$ cat src/rtl/nb_info_line_ctrl.sv
// Requester-side controller for the neighbour-info line RAM: picture-start clear
// sweep, CU-width burst fill, and registered single-entry neighbour reads.
module nb_info_line_ctrl #(
    parameter int unsigned            addr_bits = 8,
    parameter int unsigned            data_bits = 16,
    parameter int unsigned            len_bits  = 4,
    parameter logic [data_bits-1:0]   clear_val = '0
) (
    input  logic                 clk,
    input  logic                 rst,
    input  logic                 pic_start,
    output logic                 busy,
    input  logic                 wr_valid,
    output logic                 wr_ready,
    input  logic [addr_bits-1:0] wr_addr,
    input  logic [len_bits-1:0]  wr_len,
    input  logic [data_bits-1:0] wr_data,
    input  logic                 rd_valid,
    output logic                 rd_ready,
    input  logic [addr_bits-1:0] rd_addr,
    output logic [data_bits-1:0] rd_data,
    output logic                 rd_data_valid,
    output logic                 ram_en,
    output logic                 ram_we,
    output logic [addr_bits-1:0] ram_addr,
    output logic [data_bits-1:0] ram_din,
    input  logic [data_bits-1:0] ram_dout
);

    typedef enum logic [1:0] {
        IDLE  = 2'd0,
        CLEAR = 2'd1,
        FILL  = 2'd2
    } state_t;

    localparam logic [addr_bits-1:0] last_addr = '1;
    localparam logic [addr_bits-1:0] addr_one  = addr_bits'(1);
    localparam logic [len_bits-1:0]  len_one   = len_bits'(1);

    state_t               state, state_nxt;
    logic [addr_bits-1:0] clr_cnt, clr_cnt_nxt;
    logic [addr_bits-1:0] base, base_nxt;
    logic [len_bits-1:0]  remaining, remaining_nxt;
    logic [data_bits-1:0] fill_data, fill_data_nxt;
    logic                 busy_nxt;
    logic                 rd_accept;

    // State and datapath registers
    always_ff @(posedge clk) begin
        if (rst) begin
            state         <= IDLE;
            clr_cnt       <= '0;
            base          <= '0;
            remaining     <= '0;
            fill_data     <= '0;
            busy          <= 1'b0;
            rd_data       <= '0;
            rd_data_valid <= 1'b0;
        end else begin
            state         <= state_nxt;
            clr_cnt       <= clr_cnt_nxt;
            base          <= base_nxt;
            remaining     <= remaining_nxt;
            fill_data     <= fill_data_nxt;
            busy          <= busy_nxt;
            rd_data_valid <= rd_accept;
            if (rd_accept) begin
                rd_data <= ram_dout;
            end
        end
    end

    // Next-state, RAM port drive and handshakes; one RAM access per cycle at most
    always_comb begin
        state_nxt     = state;
        clr_cnt_nxt   = clr_cnt;
        base_nxt      = base;
        remaining_nxt = remaining;
        fill_data_nxt = fill_data;
        busy_nxt      = busy;
        ram_en        = 1'b0;
        ram_we        = 1'b0;
        ram_addr      = '0;
        ram_din       = '0;
        rd_accept     = 1'b0;
        wr_ready      = (state == IDLE) && !pic_start;
        rd_ready      = (state == IDLE) && !pic_start && !wr_valid;

        case (state)
            IDLE: begin
                if (pic_start) begin
                    state_nxt   = CLEAR;
                    clr_cnt_nxt = '0;
                    busy_nxt    = 1'b1;
                end else if (wr_valid) begin
                    ram_en        = 1'b1;
                    ram_we        = 1'b1;
                    ram_addr      = wr_addr;
                    ram_din       = wr_data;
                    base_nxt      = wr_addr + addr_one;
                    remaining_nxt = wr_len;
                    fill_data_nxt = wr_data;
                    if (wr_len != '0) begin
                        state_nxt = FILL;
                    end
                end else if (rd_valid) begin
                    ram_en    = 1'b1;
                    ram_addr  = rd_addr;
                    rd_accept = 1'b1;
                end
            end
            FILL: begin
                if (pic_start) begin
                    state_nxt   = CLEAR;
                    clr_cnt_nxt = '0;
                    busy_nxt    = 1'b1;
                end else begin
                    ram_en        = 1'b1;
                    ram_we        = 1'b1;
                    ram_addr      = base;
                    ram_din       = fill_data;
                    base_nxt      = base + addr_one;
                    remaining_nxt = remaining - len_one;
                    if (remaining == len_one) begin
                        state_nxt = IDLE;
                    end
                end
            end
            CLEAR: begin
                if (pic_start) begin
                    clr_cnt_nxt = '0;
                end else begin
                    ram_en      = 1'b1;
                    ram_we      = 1'b1;
                    ram_addr    = clr_cnt;
                    ram_din     = clear_val;
                    clr_cnt_nxt = clr_cnt + addr_one;
                    if (clr_cnt == last_addr) begin
                        busy_nxt  = 1'b0;
                        state_nxt = IDLE;
                    end
                end
            end
            default: begin
                state_nxt = IDLE;
            end
        endcase

        // A reset cycle must not disturb RAM contents, even mid-sweep
        if (rst) begin
            ram_en = 1'b0;
            ram_we = 1'b0;
        end
    end

endmodule

$ cat config.mk
export PLATFORM = sky130hd
export DESIGN_NAME = nb_info_line_ctrl
export DESIGN_NICKNAME = d
export VERILOG_FILES = /design/src/rtl/nb_info_line_ctrl.sv
export SDC_FILE = /design/constraint.sdc
export NUM_CORES = 1
export LEC_CHECK = 0
export ABC_AREA = 1
export BUFFER_PORTS_ARGS = -buffer_cell sky130_fd_sc_hd__buf_2
export CORE_MARGIN = 2
export CORE_UTILIZATION = 33
export CTS_BUF_LIST = sky130_fd_sc_hd__clkbuf_8
export DETAILED_ROUTE_END_ITERATION = 10
export PLACE_DENSITY = 0.57
export SLEW_MARGIN = 25
export SYNTH_ARGS = -nofsm -noshare
export SYNTH_HDL_FRONTEND = slang
export SYNTH_SLANG_ARGS = --single-unit
export TNS_END_PERCENT = 20
$ cat constraint.sdc
create_clock -name clk -period 2.6 [get_ports clk]
set_input_delay 0 -clock clk [delete_from_list [all_inputs] [get_ports clk]]
set_output_delay 0 -clock clk [all_outputs]
set_load 0.05 [all_outputs]
==> flow_summary.toml, run 1 <==
[worst_setup_path]
cp_max_fo = 16
path_delay_family = "simple AND/OR/NAND/NOR gates"
crit_required_ns = 2.60
cp.depth = 5
r2r_start = "state[0]"
reg2reg_slack_ns = 0.53
path_cells = "inv_1 -> ha_2 -> nor2_2 -> a21oi_1 -> buf_2"
critPathCaptureType = "output port"
worstPathArrival_ns = 2.36
r2r_end = "remaining[3]"
crit_buf_inv = 2
max_stage_delay_ns = 0.73
worstSetupPathType = "flop to output port"
reg2regPathDepth = 10
crit_slowest_cell = "nor2_2"
startpoint_type = "flop"

[routing]
drtAntennaViolNets = 0
vias = 3264
drtIter0Drc = 125
dr.pass1.iters = 4
drc = 0
totalWireLength_mm = 8.28
wl_per_cell_um = 11.5
drt-vias-per-instance = 4.53

[pwr]
peakVddDrop_v = 0.000336
leakage_nw = 2.00
pwr_density_cell_nw_per_um2 = 550

[clocking]
clockBufferDepth = 2
cts.sinks = 56
cts_root_buffer = "clkbuf_8"
clk_latency_ns = 0.31
cts_tree = "done"
cts_made_buffers = 5
path_clk_slew_ns = 0.10
htreeDepth = 2

[place]
hpwl_mm = 6.19
place_area_sq_um = 3800
portBuffers = 102
gp_congestion = 0.853

[timing]
tns_ns = 0
setup_viol = 0
worst_clock_skew_ns = 0.00994
slew_violations = 0
fmax_mhz = 423
rsz0062_at_grt = "no"
holdWs_ns = 0.0787
period_share_pct = 90.9
tightestPinTransition_ns = 0.886
final_hold_viol_count = 0
max_slew_margin_pct = 40.9
period_minus_slack_ns = 2.36

[worst_hold_path]
hold_path_depth = 4
worstHoldStart = "wr_addr[0]"
whs_endpoint = "base[0]"
hold_class = "input pin to flop"

[finish]
final_nets = 653
syn_to_final_growth_pct = 30.5
drive_above_1_share_pct = 28.4
antennaDiodeCount = 0
nFillCells = 981
final_area_sq_um = 4260

[synth]
yosysWarnings = 0
synth.yosys.seq_area_share_pct = 34.4
syn_nets = 528
synth_area_leader_cell = "dfxtp_1"
yosysTopAreaCellShare_pct = 34.4
syn_avg_cell_area_sq_um = 7.08
netlist_top_cells_area = "dfxtp_1 (34%), nand2_1 (13%), nor2_1 (6.3%), a21oi_2 (5.4%), a21oi_1 (5.1%)"
synth.distinct_cells = 35
synthCells = 461
ys_seq_elements = 56
synth_area_sq_um = 3260

[run]
max_cap_viol_count = 0

[floorplanning]
dieArea_sq_um = 10700
die_h_um = 103
start_util_pct = 33.7
pin_count = 103
core_sq_um = 9680
die_w_um = 103
rows = 36

[grt]
grt_use_total_pct = 15.5
first_global_vias = 3043
grt_overflow = 0
antenna_found_initial = 0
grt_max_degree = 27
grt_pass1_wl_mm = 13.2

[status]
status = "completed"
-- area by class of cell --
class	count	area, sq um	area share [%]
clock buffers	5	68.8	1.62
repair buffers	136	848	19.9
inverters	48	194	4.55
well taps	133	166	3.91
clock inverters	3	47.5	1.12
multi-input cells	339	1810	42.6
flip-flops and latches	56	1120	26.3
-- layer usage --
layer  up-vias  wire, um  share of wire [%]  global-route usage (%)
met5         -         0                  0                       0
met4         0       102                1.2                    4.45
met3        10       431                5.2                    3.70
met2        77      3990                 48                    27.1
met1      1449      3750                 45                    18.7
li1       1728         -                  -                       -
-- cell families (layout without fill, tap and decap cells) --
kind of cell    count (synthesis)  in the layout  synth area share (%)
xor+xnor                        3              3                 0.806
fa+ha+maj                      10             10                  3.84
simple gates                  220            220                  30.7
buf+inv                        66            192                  10.2
compound gates                106            106                  20.0
flops                          56             56                  34.4
-- per-stage QoR --
step,utilization [%],total power (W),setup slack (ns),std cells
floorplan,-,0.00160,0.619,461
global placement,39.3,0.00174,0.403,679
detailed placement,39.3,0.00175,0.330,679
CTS,43.9,0.00237,0.00773,720
global route,44.0,0.00250,0.0224,720
finish,44.0,0.00234,0.235,720
-- where the power goes --
part           internal (W)  total [W]  switching [W]
combinational      0.000252   0.000801       0.000549
sequential         0.000926   0.000966      0.0000403
clock              0.000290   0.000575       0.000285
total               0.00147    0.00234       0.000874
-- tightest hold or removal path, cell delays in order --
cell     delay (ns)
buf_2          0.09
nand2_1        0.05
nand2_1        0.12
a21oi_1        0.08
-- synth_stat cells, drive strengths merged --
cell type	n
nand2	132
ha	10
nor2	63
nor3	3
o21a	6
a211oi	1
o21ai	37
nand4	1
o211a	1
clkbuf	5
dfxtp	56
inv	46
nand3	20
buf	13
xnor2	1
xor2	2
a21oi	53
clkinv	2
a31oi	2
a22o	6
or2	1
-- cell usage in the layout (no fill, tap or decap), drive strengths merged, types with 2 or more instances in the layout --
| cell | netlist | routed |
|---|---|---|
| ha | 10 | 10 |
| inv | 46 | 46 |
| o21a | 6 | 6 |
| clkinv | 2 | 4 |
| dlygate4sd3 | 0 | 33 |
| o21ai | 37 | 37 |
| a22o | 6 | 6 |
| a21oi | 53 | 53 |
| nor2 | 63 | 63 |
| xor2 | 2 | 2 |
| dfxtp | 56 | 56 |
| a31oi | 2 | 2 |
| clkbuf | 5 | 5 |
| nor3 | 3 | 3 |
| nand2 | 132 | 132 |
| buf | 13 | 103 |
| nand3 | 20 | 20 |
-- flip-flops by register name, summed over array words and instances (netlist names) --
register	count
base	8
fill_data	16
busy	1
state	2
rd_data	16
remaining	4
rd_data_valid	1
clr_cnt	8
-- worst max path at each step --
stage                               to     start  slack, ns
after CTS                   ram_din[0]  state[0]      0.008
after floorplan             ram_din[0]  state[0]       0.62
final                       ram_din[0]  state[0]       0.24
after detailed placement  remaining[3]  state[0]       0.33
after global routing        ram_din[8]  state[0]       0.02
after global placement    remaining[3]  state[0]       0.40
-- timing repair --
action / CTS / global route
hold buffers: 33 / 0
setup endpoints to repair: 0 / 17
resized for setup: 0 / 4
setup buffers: 0 / 0
hold endpoints to repair: 33 / 0
Power figures use the tool's default switching activity.
==> inputs of run 2 (changes only) <==
SETUP_SLACK_MARGIN = 0.4   (was default)
==> flow_summary.toml, run 2 (synthesis results as in run 1) <==
[worst_setup_path]
crit_buf_inv = 4
startpoint = "state[1]"
worstPathArrival_ns = 2.04
cp_common_cell = "inv_2"
cp_max_fo = 18
crit_required_ns = 2.60
r2r_end = "remaining[3]"
worstSetupEndpoint = "ram_din[0]"
crit_slowest_cell = "dfxtp_1"
cp.depth = 9
path_delay_family = "buffers and inverters"
r2r_start = "state[0]"
reg2reg_slack_ns = 0.73
worstSetupPathType = "flop to output port"
critPathCaptureType = "output port"
reg2regPathDepth = 10
path_cells = "inv_2 -> ha_4 -> inv_2 -> nor2_4 -> nand2_8 -> inv_16 -> nand2_1 -> a21oi_1 -> buf_4"
max_stage_delay_ns = 0.39
startpoint_type = "flop"

[routing]
drt-vias-per-instance = 4.54
dr.pass1.iters = 4
drtIter0Drc = 116
drc = 0
totalWireLength_mm = 8.37
vias = 3281
drtAntennaViolNets = 0
wl_per_cell_um = 11.6

[timing]
max_slew_margin_pct = 62.2
tns_ns = 0
final_hold_viol_count = 0
period_minus_slack_ns = 2.04
rsz0062_at_grt = "no"
period_share_pct = 78.6
tightestPinTransition_ns = 0.567
holdWs_ns = 0.0787
setup_viol = 0
worst_clock_skew_ns = 0.0107
fmax_mhz = 490
slew_violations = 0

[floorplanning]
die_h_um = 103
start_util_pct = 33.7
core_sq_um = 9680
dieArea_sq_um = 10700
pin_count = 103
die_w_um = 103
rows = 36

[clocking]
cts.sinks = 56
path_clk_slew_ns = 0.10
cts_made_buffers = 5
cts_tree = "done"
clockBufferDepth = 2
clk_latency_ns = 0.31
htreeDepth = 2
cts_root_buffer = "clkbuf_8"

[worst_hold_path]
hold_class = "input pin to flop"
hold_path_depth = 4

[pwr]
pwr_density_cell_nw_per_um2 = 547
peakVddDrop_v = 0.000329
leakage_nw = 2.01
power_w = 0.00238

[place]
hpwl_mm = 6.19
gp_congestion = 0.853
portBuffers = 102

[finish]
layout_top_registers = "fill_data (16), rd_data (16)"
final_common_cell = "nand2_1"
final_nets = 655
final_cell_mix = "nand2_1 (115), buf_2 (95), nor2_1 (55), dfxtp_1 (55), inv_1 (36)"
syn_to_final_growth_pct = 33.3
antennaDiodeCount = 0
drive_above_1_share_pct = 29.2

[grt]
first_global_vias = 3057
grt_use_total_pct = 15.5
grt_pass1_wl_mm = 13.2
grt_max_degree = 27
antenna_found_initial = 0
grt_overflow = 0

[status]
status = "completed"

[run]
max_cap_viol_count = 0
-- run 2: cell types whose count changed in the layout (fill, tap and decap cells not counted), moves of 2 or more --
cell   before  now
ha_4        0    2
buf_4       1    9
buf_2     102   95
inv_1      38   36
ha_2        2    0
inv_2       6    8
-- run 2: worst min-delay path by stage --
| stage | end | start | slack (ns) |
|---|---|---|---|
| 2_1_floorplan | fill_data[10] | wr_data[10] | 0.14 |
| 3_3_place_gp | rd_data[10] | ram_dout[10] | 0.26 |
| 3_5_place_dp | rd_data[13] | ram_dout[13] | 0.26 |
| 4_1_cts | remaining[3] | wr_len[3] | 0.07 |
| 5_1_grt | base[0] | wr_addr[0] | 0.10 |
| 6_report | base[0] | wr_addr[0] | 0.08 |
-- run 2: worst min-delay path: cells and delay by family --
kind / cells / cell delay (ns)
simple gates: 2 / 0.17
buf+inv: 1 / 0.09
compound gates: 1 / 0.08
-- run 2: layer usage --
| layer | track usage, % | vias up | wire length, um |
|---|---|---|---|
| met5 | 0 | - | 0 |
| met4 | 4.66 | 0 | 130 |
| met3 | 3.70 | 12 | 408 |
| met2 | 27.2 | 81 | 4040 |
| met1 | 18.8 | 1458 | 3800 |
| li1 | - | 1730 | - |
-- run 2: cell type report --
class,instances,area [sq um]
Clock buffer,5,68.8
Multi-Input combinational cell,339,1850
Inverter,48,203
Tap cell,133,166
Timing Repair Buffer,138,893
Clock inverter,3,47.5
Sequential cell,56,1120
Fill cell,973,5340
-- run 2: where the power goes --
group          total [W]  leakage [nW]  internal, W  switching (W)
clock           0.000577        0.0583     0.000290       0.000287
combinational   0.000833          1.50     0.000273       0.000560
sequential      0.000968         0.458     0.000927      0.0000418
-- run 2: metrics by stage --
step | cell area (sq um) | instances | utilization [%] | setup slack [ns]
2_1_floorplan | 3260 | 461 | - | 0.619
3_3_place_gp | 3800 | 679 | 39.3 | 0.403
3_5_place_dp | 3800 | 679 | 39.3 | 0.330
4_1_cts | 4310 | 720 | 44.5 | 0.414
5_1_grt | 4350 | 722 | 44.9 | 0.395
6_report | 4350 | 722 | 44.9 | 0.557
-- run 2: repair_timing --
action | CTS | global route
endpoints found under the hold margin | 33 | 0
setup buffers | 0 | 2
hold buffers | 33 | 0
setup endpoints to repair | 36 | 18
pin swaps | 0 | 2
resized for setup | 18 | 2
